[config.mk]
export PLATFORM = sky130hd
export DESIGN_NAME = demux_deser_14
export DESIGN_NICKNAME = d
export VERILOG_FILES = /design/src/rtl/demux_deser_14.sv
export SDC_FILE = /design/constraint.sdc
export NUM_CORES = 1
export LEC_CHECK = 0
export CAP_MARGIN = 20
export CORE_MARGIN = 3
export CORE_UTILIZATION = 41
export CTS_CLUSTER_DIAMETER = 80
export DETAILED_ROUTE_END_ITERATION = 10
export HOLD_SLACK_MARGIN = 0.03
export PLACE_DENSITY = 0.72
export REMOVE_ABC_BUFFERS = 1
export SLEW_MARGIN = 20
export SYNTH_ARGS = -nofsm -noshare
export SYNTH_HDL_FRONTEND = slang
export SYNTH_SLANG_ARGS = --single-unit
[constraint.sdc]
create_clock -name inClk -period 5.25 [get_ports inClk]
set_input_delay 0.525 -clock inClk [delete_from_list [all_inputs] [get_ports inClk]]
set_output_delay 0.525 -clock inClk [all_outputs]
set_load 0.03 [all_outputs]
[src/rtl/demux_deser_14.sv]
// demux_deser_14: serial-to-parallel 1:4 bit demultiplexer for the ZigBee receive bit path.
// It collects four accepted bits into a nibble, presents the nibble on a valid/ready output,
// supports a frame-start resync, and flags aborted partial nibbles and dropped bits.
module demux_deser_14 #(
  parameter bit LSB_FIRST = 1'b1
) (
  input  logic       inClk,
  input  logic       inResetb,
  input  logic       inData,
  input  logic       inValid,
  input  logic       inStart,
  input  logic       inClrOvf,
  input  logic       inReady,
  output logic       outReady,
  output logic [3:0] outData,
  output logic       outValid,
  output logic [1:0] outSel,
  output logic       outAbort,
  output logic       outOverflow
);

  localparam int unsigned NIB_W = 4;
  localparam int unsigned IDX_W = 2;

  typedef enum logic [IDX_W-1:0] {S0 = 2'd0, S1 = 2'd1, S2 = 2'd2, S3 = 2'd3} state_t;

  state_t             state_q, state_d;
  logic [NIB_W-1:0]   acc_q, acc_d;
  logic [NIB_W-1:0]   data_q, data_d;
  logic               valid_q, valid_d;
  logic               abort_q, abort_d;
  logic               ovf_q, ovf_d;

  logic               ready_c;
  logic               accept_c;
  logic               xfer_c;
  logic               drop_c;

  // Nibble bit position that receives the bit accepted at index k.
  function automatic logic [IDX_W-1:0] map_idx(input logic [IDX_W-1:0] k);
    if (LSB_FIRST) begin
      return k;
    end
    return IDX_W'(2'd3 - k);
  endfunction

  // Handshake qualifiers; only the completing bit stalls while the output is still full.
  always_comb begin
    ready_c  = !((state_q == S3) && valid_q && !inReady);
    accept_c = inValid && ready_c;
    xfer_c   = valid_q && inReady;
    drop_c   = inValid && !ready_c && !inStart;
  end

  // State register: bit index.
  always_ff @(posedge inClk or negedge inResetb) begin
    if (!inResetb) begin
      state_q <= S0;
    end else begin
      state_q <= state_d;
    end
  end

  // Next-state: frame start resyncs the index, otherwise advance (with wrap) on accept.
  always_comb begin
    state_d = state_q;
    if (inStart) begin
      state_d = inValid ? S1 : S0;
    end else if (accept_c) begin
      state_d = state_t'(IDX_W'(state_q + 2'd1));
    end
  end

  // Datapath/output next values: accumulate, complete, handshake, abort and overflow.
  always_comb begin
    acc_d   = acc_q;
    data_d  = data_q;
    valid_d = valid_q;
    abort_d = 1'b0;
    ovf_d   = ovf_q;

    if (xfer_c) begin
      valid_d = 1'b0;
    end

    // Drop sets after clear so a simultaneous drop keeps the flag high.
    if (inClrOvf) begin
      ovf_d = 1'b0;
    end
    if (drop_c) begin
      ovf_d = 1'b1;
    end

    if (inStart) begin
      abort_d = (state_q != S0);
      acc_d   = '0;
      if (inValid) begin
        acc_d[map_idx(S0)] = inData;
      end
    end else if (accept_c) begin
      if (state_q == S3) begin
        data_d              = acc_q;
        data_d[map_idx(S3)] = inData;
        valid_d             = 1'b1;
        acc_d               = '0;
      end else begin
        acc_d[map_idx(state_q)] = inData;
      end
    end
  end

  // Datapath registers.
  always_ff @(posedge inClk or negedge inResetb) begin
    if (!inResetb) begin
      acc_q   <= '0;
      data_q  <= '0;
      valid_q <= 1'b0;
      abort_q <= 1'b0;
      ovf_q   <= 1'b0;
    end else begin
      acc_q   <= acc_d;
      data_q  <= data_d;
      valid_q <= valid_d;
      abort_q <= abort_d;
      ovf_q   <= ovf_d;
    end
  end

  // Port drive; outReady is the only combinational output and depends on inReady alone.
  always_comb begin
    outReady    = ready_c;
    outData     = data_q;
    outValid    = valid_q;
    outSel      = state_q;
    outAbort    = abort_q;
    outOverflow = ovf_q;
  end

endmodule

==> metrics.yaml <==
global_route:
  globalRouteOverflowTotal: 0
  antenna_found_initial: 0
  track_usage: 0.136
  grt_pass1_vias: 456
  grt_pass1_wl_um: 1950
  grt_max_degree: 13
floorplan:
  io_pins: 17
  core_sq_um: 1350
  start_util: 0.451
  die_area_sq_um: 1980
  die_h_um: 44.6
  die_x_um: 44.6
  rows: 13
power_and_ir_drop:
  clkPwrFrac: 0.295
  p_switching_uw: 74.7
  p_per_area_nw_per_um2: 308
  total_power_uw: 250
  seqPwrFrac: 0.437
  combinationalPowerShare: 0.267
  ir_worst_vdd_v: 0.000165
  p_int_uw: 175
  leakagePower_nw: 0.360
  power.share.switching: 0.299
finish:
  area_growth_pct: 32.9
  fin_nets: 88
  stdcell_count: 91
  layout_common_cells: "clkdlybuf4s50_1 (16), dfrtp_1 (12), o21ai_0 (7), inv_1 (6), nand2_1 (5)"
  drive_gt1_frac: 0.105
  final_common_cell: "clkdlybuf4s50_1"
  antennaDiodeCount: 0
  design_area_sq_um: 810
clock_network:
  root_buffer: "clkbuf_4"
  cts.clk_slew.worst_paths_ns: 0.08
  clockBufferDepth: 2
  cts_made_buffers: 3
  cts_tree: "built"
  worstSkewPairLatency_ns: 0.27
  cts_resized: 0
  cts_num_sinks: 12
  cts.htree.levels: 1
  cts_setup_buffers: 0
  cts_hold_buf: 0
timing:
  max_slew_margin: 0.658
  setup_viol: 0
  period_needed_ns: 2.57
  finClkSkew_ns: 0.00825
  hold_violations: 0
  rsz0062_at_grt: "no"
  fin_crit_sh: 0.489
  fin_ws_ns: 2.68
  tightest_slew_ns: 0.512
  setup_tns_ns: 0
  max_freq_ghz: 0.389
  drv_slew: 0
logic_synthesis:
  synth_area_leaders: "dfrtp_1 (49%), ha_1 (8.2%), o21ai_0 (5.7%)"
  synthCells: 58
  synth_seq_cells: 12
  synth_top_area_cell: "dfrtp_1"
  synth_cell_type_count: 21
  yosysTopAreaCellShare: 0.493
  syn_area_per_cell_sq_um: 10.5
  ys_seq_area_frac: 0.493
  yosys_warnings: 0
  syn_area_sq_um: 609
run:
  drv_cap: 0
place:
  dp_cells: 87
  placed_cell_area_sq_um: 773
  detailed_place_hpwl_um: 865
  place.gp.congestion: 0.851
  dp_slack_ns: 2.71
  portBuffers: 16
setup_path:
  required_ns: 4.72
  crit_fanout: 9
  endpoint_kind: "primary output"
  worstPathArrival_ns: 2.04
  path_class: "register to primary output"
  start_kind: "register"
drt:
  vias: 479
  drcViolationCount: 0
  drt_iter0_markers: 12
  wirelength_um: 1190
  ant_nets: 0
  via_per_inst: 5.26
  wl_per_cell_um: 13.1
  drtPass1Iterations: 3
status:
  status: "completed"
min_path:
  hold_class: "register to register"
final timing paths:
kind,startpoint,end,slack (ns),cells past startpoint
min reg2reg,outData[0],outData[0],0.49,1
max,outSel[0],outReady,2.68,4
max in group asynchronous,inResetb,outData[1],4.31,1
min,outData[0],outData[0],0.49,1
max reg2reg,outSel[0],outData[1],3.42,4
min in group asynchronous,inResetb,outSel[0],0.58,1
state kept, by name, summed over array words and instances (netlist names):
name,count
acc_q,3
outAbort,1
outData,4
outOverflow,1
outSel,2
outValid,1
stage by stage:
stage	hold slack [ns]	util
finish	0.492	0.600
CTS	0.498	0.600
floorplan	0.229	-
detailed placement	0.478	0.573
global placement	0.467	0.573
global route	0.516	0.600
cell usage after synthesis:
cell type	instances
a21oi_1	3
ha_1	4
a31oi_1	1
nor3_4	1
nand2b_1	2
nor2b_1	2
and3b_1	1
nand3b_1	1
nand2_1	5
buf_6	1
dfrtp_1	12
mux2_2	3
nand4_1	1
or3_1	3
o21ai_0	7
inv_1	6
clkbuf_1	1
a22o_1	1
nor2_1	1
o22ai_1	1
mux2_1	1
area by class of cell:
| class | count | area, sq um |
|---|---|---|
| Clock buffer | 4 | 36.3 |
| Timing Repair Buffer | 16 | 160 |
| Sequential cell | 12 | 300 |
| Tap cell | 15 | 18.8 |
| Fill cell | 121 | 541 |
| Multi-Input combinational cell | 38 | 272 |
| Inverter | 6 | 22.5 |
kinds of logic (layout without fill, tap and decap cells):
| logic type | count (synthesis) | count (layout) | share of synthesized area |
|---|---|---|---|
| adder cells (fa/ha/maj) | 4 | 4 | 0.0821 |
| flip-flops | 12 | 12 | 0.493 |
| buffers and inverters | 8 | 26 | 0.0616 |
| AO/OA/AOI/OAI | 13 | 13 | 0.117 |
| AND/OR/NAND/NOR | 17 | 17 | 0.172 |
| multiplexers | 4 | 4 | 0.0739 |
per-layer routing:
layer / vias up / track usage / wire length (um)
li1: 231 / - / -
met1: 235 / 0.174 / 551
met2: 11 / 0.209 / 576
met3: 2 / 0.0325 / 58
met4: 0 / 0.0723 / 6
met5: - / 0 / 0
power by group through the flow:
stage               logic [mW]  clock network, mW  registers, mW
detailed placement      0.0668                  0          0.111
global route            0.0714             0.0805          0.110
CTS                     0.0671             0.0774          0.109
floorplan               0.0189                  0          0.128
finish                  0.0667             0.0737          0.109
global placement        0.0663                  0          0.110
critical path: stages (launching register included):
cell and delay, ns:
dfrtp_1 0.45, ha_1 0.27, and3b_1 0.30, inv_1 0.09
clkdlybuf4s50_1 0.66
No activity file was read; power rests on OpenSTA's default activity.
